### src/rtl/bf16_div_retire_if.sv
// Handshake bundle between the bfloat16 divider, the retire stage and its consumer.
//   in_*  : divider -> retire stage. Carries the quotient {sign, exp, sig}, the one-hot
//           class flags and the exception vector, with a valid/ready handshake.
//   out_* : retire stage -> consumer. Carries the head FIFO entry, with a valid/ready
//           handshake.
// The slave modport is the retire stage's view. The master modport is the view of the
// environment that drives the divider side and the consumer side.
interface bf16_div_retire_if #(
  parameter int NEXP = 8,
  parameter int NSIG = 7
);
  localparam int QW = NEXP + NSIG + 1;

  logic          in_valid;
  logic          in_ready;
  logic [QW-1:0] in_q;
  logic [5:0]    in_flags;
  logic [4:0]    in_exc;

  logic          out_valid;
  logic          out_ready;
  logic [QW-1:0] out_q;
  logic [5:0]    out_flags;
  logic [4:0]    out_exc;

  modport slave (
    input  in_valid, in_q, in_flags, in_exc, out_ready,
    output in_ready, out_valid, out_q, out_flags, out_exc
  );

  modport master (
    output in_valid, in_q, in_flags, in_exc, out_ready,
    input  in_ready, out_valid, out_q, out_flags, out_exc
  );
endinterface

### src/rtl/bf16_div_retire.sv
// Retire stage for the bfloat16 divider.
// Each accepted quotient is buffered in a DEPTH-entry FIFO and presented to the
// consumer in order. NaN quotients are canonicalised when they are written.
// Ports:
//   clk, rst_n   : clock and asynchronous active-low reset
//   bus (slave)  : in_* divider handshake and out_* consumer handshake
//   fflags_clr   : clear pulse for fflags, trap and proto_err
//   trap_en      : per-bit trap enable for the exception flags
//   fflags       : sticky OR of the exception vectors of accepted results
//   trap         : registered |(fflags & trap_en)
//   proto_err    : sticky; an accepted class vector was not exactly one-hot
//   level        : current FIFO occupancy
//   retired_cnt  : saturating count of popped results
module bf16_div_retire #(
  parameter int NEXP  = 8,
  parameter int NSIG  = 7,
  parameter int DEPTH = 4,
  parameter int CNTW  = 16
) (
  input  logic                    clk,
  input  logic                    rst_n,
  bf16_div_retire_if.slave        bus,
  input  logic                    fflags_clr,
  input  logic [4:0]              trap_en,
  output logic [4:0]              fflags,
  output logic                    trap,
  output logic                    proto_err,
  output logic [$clog2(DEPTH):0]  level,
  output logic [CNTW-1:0]         retired_cnt
);
  localparam int QW = NEXP + NSIG + 1;
  localparam int AW = $clog2(DEPTH);
  localparam int LW = AW + 1;

  // Canonical quiet NaN: positive, all-ones exponent, quiet bit only (0x7FC0 for bf16).
  localparam logic [QW-1:0] CANON_NAN = {1'b0, {NEXP{1'b1}}, 1'b1, {(NSIG-1){1'b0}}};

  typedef struct packed {
    logic [QW-1:0] q;
    logic [5:0]    flags;
    logic [4:0]    exc;
  } entry_t;

  entry_t          mem_q [DEPTH];
  entry_t          mem_d [DEPTH];
  logic [AW-1:0]   wr_ptr_q, wr_ptr_d;
  logic [AW-1:0]   rd_ptr_q, rd_ptr_d;
  logic [LW-1:0]   level_q, level_d;
  logic [4:0]      fflags_q, fflags_d;
  logic            trap_q, trap_d;
  logic            proto_err_q, proto_err_d;
  logic [CNTW-1:0] cnt_q, cnt_d;

  logic   can_accept, has_head, push, pop;
  logic   is_nan, one_hot;
  entry_t wr_entry, head;

  always_comb begin
    // NOTE: every signal gets a default first so that no path leaves it unassigned;
    // otherwise synthesis infers a latch.
    mem_d       = mem_q;
    wr_ptr_d    = wr_ptr_q;
    rd_ptr_d    = rd_ptr_q;
    level_d     = level_q;
    cnt_d       = cnt_q;

    // Readiness depends only on the registered occupancy. A full FIFO therefore refuses
    // a push even when the consumer pops in the same cycle.
    can_accept  = (level_q < LW'(DEPTH));
    has_head    = (level_q != '0);
    push        = bus.in_valid & can_accept;
    pop         = has_head & bus.out_ready;

    is_nan      = bus.in_flags[4] | bus.in_flags[5];
    one_hot     = (bus.in_flags != '0) && ((bus.in_flags & (bus.in_flags - 6'd1)) == '0);

    wr_entry.q     = is_nan ? CANON_NAN : bus.in_q;
    wr_entry.flags = is_nan ? 6'b010000 : bus.in_flags;
    wr_entry.exc   = bus.in_exc | (bus.in_flags[5] ? 5'b10000 : 5'b00000);

    if (push) begin
      mem_d[wr_ptr_q] = wr_entry;
      wr_ptr_d        = wr_ptr_q + AW'(1);
    end
    if (pop) begin
      rd_ptr_d = rd_ptr_q + AW'(1);
      if (cnt_q != '1) cnt_d = cnt_q + CNTW'(1);
    end

    case ({push, pop})
      2'b10:   level_d = level_q + LW'(1);
      2'b01:   level_d = level_q - LW'(1);
      default: level_d = level_q;
    endcase

    // A newly accepted exception bit or protocol error wins over a clear in the same cycle.
    fflags_d    = (fflags_clr ? 5'b00000 : fflags_q) | (push ? wr_entry.exc : 5'b00000);
    trap_d      = |(fflags_d & trap_en);
    proto_err_d = (fflags_clr ? 1'b0 : proto_err_q) | (push & ~one_hot);

    head = mem_q[rd_ptr_q];
  end

  always_ff @(posedge clk or negedge rst_n) begin
    if (!rst_n) begin
      // NOTE: the storage array is reset as well. It is only DEPTH entries, and the
      // reset makes out_q/out_flags/out_exc read as zero while the FIFO is empty after reset.
      for (int i = 0; i < DEPTH; i++) mem_q[i] <= '0;
      wr_ptr_q    <= '0;
      rd_ptr_q    <= '0;
      level_q     <= '0;
      fflags_q    <= '0;
      trap_q      <= 1'b0;
      proto_err_q <= 1'b0;
      cnt_q       <= '0;
    end else begin
      // NOTE: state is updated with non-blocking assignments only, so every flop samples
      // values from before the edge regardless of statement order.
      mem_q       <= mem_d;
      wr_ptr_q    <= wr_ptr_d;
      rd_ptr_q    <= rd_ptr_d;
      level_q     <= level_d;
      fflags_q    <= fflags_d;
      trap_q      <= trap_d;
      proto_err_q <= proto_err_d;
      cnt_q       <= cnt_d;
    end
  end

  assign bus.in_ready  = can_accept;
  assign bus.out_valid = has_head;
  assign bus.out_q     = head.q;
  assign bus.out_flags = head.flags;
  assign bus.out_exc   = head.exc;
  assign fflags        = fflags_q;
  assign trap          = trap_q;
  assign proto_err     = proto_err_q;
  assign level         = level_q;
  assign retired_cnt   = cnt_q;
endmodule

### src/flat_wrapper.sv
// flat-port wrapper written by rule: the top's interface ports become plain ports
module bf16_div_retire_flat 
#(
  parameter int NEXP  = 8,
  parameter int NSIG  = 7,
  parameter int DEPTH = 4,
  parameter int CNTW  = 16
)
  (clk, rst_n, fflags_clr, trap_en, fflags, trap, proto_err, level, retired_cnt, bus_in_valid, bus_in_q, bus_in_flags, bus_in_exc, bus_out_ready, bus_in_ready, bus_out_valid, bus_out_q, bus_out_flags, bus_out_exc);
  bf16_div_retire_if #(.NEXP(NEXP), .NSIG(NSIG)) bus_i ();
  input  logic clk;
  input  logic rst_n;
  input  logic fflags_clr;
  input  logic [4:0] trap_en;
  output logic [4:0] fflags;
  output logic trap;
  output logic proto_err;
  output logic [$clog2(DEPTH):0] level;
  output logic [CNTW-1:0] retired_cnt;
  input wire logic [$bits(bus_i.in_valid)-1:0] bus_in_valid;
  input wire logic [$bits(bus_i.in_q)-1:0] bus_in_q;
  input wire logic [$bits(bus_i.in_flags)-1:0] bus_in_flags;
  input wire logic [$bits(bus_i.in_exc)-1:0] bus_in_exc;
  input wire logic [$bits(bus_i.out_ready)-1:0] bus_out_ready;
  output wire logic [$bits(bus_i.in_ready)-1:0] bus_in_ready;
  output wire logic [$bits(bus_i.out_valid)-1:0] bus_out_valid;
  output wire logic [$bits(bus_i.out_q)-1:0] bus_out_q;
  output wire logic [$bits(bus_i.out_flags)-1:0] bus_out_flags;
  output wire logic [$bits(bus_i.out_exc)-1:0] bus_out_exc;
  assign bus_i.in_valid = bus_in_valid;
  assign bus_i.in_q = bus_in_q;
  assign bus_i.in_flags = bus_in_flags;
  assign bus_i.in_exc = bus_in_exc;
  assign bus_i.out_ready = bus_out_ready;
  assign bus_in_ready = bus_i.in_ready;
  assign bus_out_valid = bus_i.out_valid;
  assign bus_out_q = bus_i.out_q;
  assign bus_out_flags = bus_i.out_flags;
  assign bus_out_exc = bus_i.out_exc;
  bf16_div_retire #(.NEXP(NEXP), .NSIG(NSIG), .DEPTH(DEPTH), .CNTW(CNTW)) u_core (.clk(clk), .rst_n(rst_n), .bus(bus_i), .fflags_clr(fflags_clr), .trap_en(trap_en), .fflags(fflags), .trap(trap), .proto_err(proto_err), .level(level), .retired_cnt(retired_cnt));
endmodule
### config.mk
export PLATFORM = sky130hd
export DESIGN_NAME = bf16_div_retire_flat
export DESIGN_NICKNAME = d
export VERILOG_FILES = /design/src/rtl/bf16_div_retire_if.sv /design/src/rtl/bf16_div_retire.sv /design/src/flat_wrapper.sv
export SDC_FILE = /design/constraint.sdc
export NUM_CORES = 1
export LEC_CHECK = 0
export BUFFER_PORTS_ARGS = -buffer_cell sky130_fd_sc_hd__buf_2
export CELL_PAD_IN_SITES_DETAIL_PLACEMENT = 1
export CELL_PAD_IN_SITES_GLOBAL_PLACEMENT = 2
export CORE_MARGIN = 3
export CORE_UTILIZATION = 39
export CTS_BUF_LIST = sky130_fd_sc_hd__clkbuf_8
export DETAILED_ROUTE_END_ITERATION = 6
export GPL_ROUTABILITY_DRIVEN = 0
export GPL_TIMING_DRIVEN = 0
export PLACE_DENSITY = 0.83
export SYNTH_ARGS = -nofsm -noshare
export SYNTH_HDL_FRONTEND = slang
export SYNTH_SLANG_ARGS = --single-unit
### constraint.sdc
create_clock -name clk -period 2.55 [get_ports clk]
set_clock_uncertainty 0.05 [all_clocks]
set_input_delay 0.255 -clock clk [delete_from_list [all_inputs] [get_ports clk]]
set_output_delay 0.255 -clock clk [all_outputs]
set_load 0.005 [all_outputs]
==> metrics.md <==
| Metric | Value |
|---|---|
| Syn Std Cell Area | 6077 sq um |
| Post-Synth Simple-Gate Area | 11.18% |
| 1st-pass router iterations | 4 |
| RSZ-0062 raised after global routing | false |
| Outcome | finished, final reports clean |
| First-pass GRT wire length | 26.97 mm |
| CP Cell Sequence | buf_4 > buf_4 > mux4_2 > buf_2 |
| Pin count of the biggest net entering global routing | 77 |
| Count leader, synth | dfrtp_1 |
| Post-Synthesis Cells | about 520 |
| Asr flop ratio synth | 100.0% |
| Congestion Overflow GR | 0 |
| Maxcap violations | 0 |
| Max Clock Freq | 420.2 MHz |
| Filler cells | 1,625 |
| Area Growth Syn to Fin | 19.48% |
| H-Tree Depth | 4 |
| Number of global-route vias before repair | about 5,000 |
| CTS Buf Count | 17 |
| Slew Limit Fails | 0 |
| VDD IR-drop max | 0.4639 mV |
| Max stage delay on crit path | 0.56 ns |
| Top cells by area, synth | dfrtp_1 57%, mux4_2 10%, o21ai_0 7.2% |
| Slew Limit Headroom | 51.61% |
| Post-synthesis mux area share | 14.00% |
| Initial Util | 40.88% |
| Commonest cells in the netlist | 138 x dfrtp_1, 114 x nand2_1, 87 x o21ai_0 |
| Startpoint types | flop |
| DPL Wire Length | 11.57 mm |
| Clock slew at reported path FFs | approximately 0.080 ns |
| Clock latency on the worst-skew pair | 0.45 ns |
| Final setup viols | 0 |
| Clock Tree Root | clkbuf_8 |
| CTS sink cnt | 138 |
| R2R setup slack | 0.33 ns |
| Sequential share of the synthesized area | ~57% |
| Ys Warns | 0 |
| Share of cells above drive strength 1 | between 20% and 30% |
| Fin area | roughly 7300 sq um |
| Worst-path fanout max | 10 |
| Buf/Inv on CP | 3 |
| Total power | 8.615 mW |
| Hold Path Cell Cnt | 2 |
| Drt wl/cell | 20.05 microns |
| Final Hold Viols | 0 |
| Post-synthesis compound-gate area fraction | a little under an eighth |
| Drt drc | 0 |
| PortBufs | between 90 and 100 |
| Number of synthesized flops with an enable pin | 0 |
| CTS tree | done |
| Total Routing Usage GR | 20.73% |
| Crit share post-route | 93.33% |
| Power per Cell Area | between 1000 and 1500 nW/um^2 |
| CORE AREA | 14,860 sq um |
| Adder-Cell Fraction of Synth Area | 1.729% |
| Post-route ant nets | 0 |
| Drt total wl | 16.70 mm |
| Die Height | between 100 and 150 microns |
| Worst-margin pin slew | between 0.7 and 0.8 ns |
| Via/cell ratio | 5.449 |
| Leakage power | 3.438 nW |
| Post-layout minimum cycle time | 2.380 ns |
| Cell taking the most area after synthesis | dfrtp_1 |
| Synth Flop Type | dfrtp_1 |
| Crit path DAT | about 2.1 ns |
| WS Path Type | reg2out |
| Via count | roughly 4,500 |
| End-of-flow core utilization | 48.85% |
| Die ar. | 17,120 sq um |
| Placed inst area | 6797 sq um |
| Inserted Diodes | 0 |
| Initial antenna violation count | 0 |
| Critical-path top delay cell | mux4_2 |
| CTS max path bufs | 2 |
| Worst Hold End | u_core.mem_q[28]$_DFFE_PN0P_ |
| Distinct cells, synth | 52 |
| Largest family of logic cells by synthesized area | multiplexers |
| R2r endpoint | u_core.level[2]$_DFFE_PN0P_ |
| Reg2reg start | u_core.level[0]$_DFFE_PN0P_ |
| Register bit total from synthesis | 138 |
| CP dominant cell by count | buf_4 |
| Share of the synthesized area in the top cell type | 56.83% |
| Avg Cell Area, Syn | 11.66 sq um |
| Crit path max-delay family | buffers and inverters |
| Hold Path Class | in2reg |
| Hold path start | bus_in_exc[1] |
| Nets | between 600 and 700 |
| Syn nets | 565 |
| WHS | 0.04433 ns |
| DRT iter0 DRCs | ~150 |
| Rows | 44 |
| I/O Pins | 92 |
| Synth Area in XOR/XNOR | 2.162% |
| CP required | 2.25 ns |
| Crit end category | output port |
| Width of the die | between 100 and 150 microns |
| R2R cell count | 8 |
## per-stage QoR
step	worst slack, ns	cells	TNS (ns)
3_5_place_dp	0.3212	797	0
5_1_grt	0.05428	833	0
2_1_floorplan	0.5941	521	0
4_1_cts	0.1160	832	0
3_3_place_gp	-0.6892	796	-93.73
6_report	0.1700	833	0
## report_power, final
part           switching (mW)  internal (mW)  total [mW]  leakage (nW)
Sequential              0.588           3.08        3.67          1.76
Combinational            1.55           1.51        3.06          1.45
Clock                   0.833           1.05        1.89         0.229
## area by class of cell
class / count / area, sq um / share of cell area [%]
clock buffers: 21 / 289.0 / 3.981
flip-flops and latches: 138 / 3453 / 47.56
repair buffers: 97 / 539.3 / 7.427
clock inverters: 11 / 126.4 / 1.740
multi-input cells: 344 / 2454 / 33.79
inverters: 9 / 33.78 / 0.4653
well taps: 184 / 230.2 / 3.171
plain buffers: 29 / 135.1 / 1.861
## cells by family after synthesis
family,count (synthesis)
adder cells (fa/ha/maj),8
flip-flops,138
XOR/XNOR,15
AND/OR/NAND/NOR,157
buffers and inverters,39
multiplexers,48
AO/OA/AOI/OAI,116
## registers in the layout, summed over array words and instances, names as in the netlist
register,count
u_core.rd_ptr_q,2
u_core.wr_ptr_q,2
u_core.mem_q,108
u_core.proto_err,1
u_core.retired_cnt,16
u_core.trap,1
u_core.fflags,5
u_core.level,3
## cell usage in the layout, fill, tap and decap left out, drive strengths merged, types with 6 or more instances in the layout
cell type	Yosys	layout
dfrtp	138	138
nand3	6	6
nand2	114	114
mux4	27	27
inv	9	12
xnor2	7	7
o21ai	89	89
ha	6	6
a21oi	6	6
xor2	8	8
buf	12	104
clkbuf	18	38
nor2	14	14
mux2	20	20
## worst register-to-register path, stage by stage (launching register included)
cell	delay, ns
dfrtp_1	0.44
o31ai_4	0.57
inv_2	0.16
ha_1	0.27
inv_1	0.08
fa_1	0.18
xor2_1	0.15
nor2_1	0.08
xnor2_1	0.12
## how the worst max path moves through the flow
stage	start	cells after the start	slack, ns	end
6_report	u_core.rd_ptr_q[0]$_DFFE_PN0P_	4	0.17	bus_out_q[12]
5_1_grt	u_core.rd_ptr_q[0]$_DFFE_PN0P_	4	0.05	bus_out_q[12]
4_1_cts	u_core.rd_ptr_q[0]$_DFFE_PN0P_	4	0.12	bus_out_q[12]
3_3_place_gp	rst_n	1	-0.69	u_core.retired_cnt[11]$_DFFE_PN0P_
2_1_floorplan	u_core.level[0]$_DFFE_PN0P_	8	0.59	u_core.level[2]$_DFFE_PN0P_
3_5_place_dp	u_core.level[0]$_DFFE_PN0P_	8	0.32	u_core.level[2]$_DFFE_PN0P_
## repair_timing
item / 4_1_cts / 5_1_grt
gates resized for setup: 1 / 0
endpoints found under the hold margin: 76 / 1
setup buffers: 0 / 0
hold buffers: 4 / 1
endpoints found under the setup margin: 19 / 0
## per-layer routing
metal / global-route usage [%] / up-vias / wire, microns
met5: 0 / - / 0
met4: 6.655 / 0 / 154
met3: 5.122 / 18 / 699
met2: 35.54 / 109 / 8447
met1: 25.87 / 2341 / 7401
li1: - / 2071 / -
Note: power is estimated with default switching activity, not from simulation.
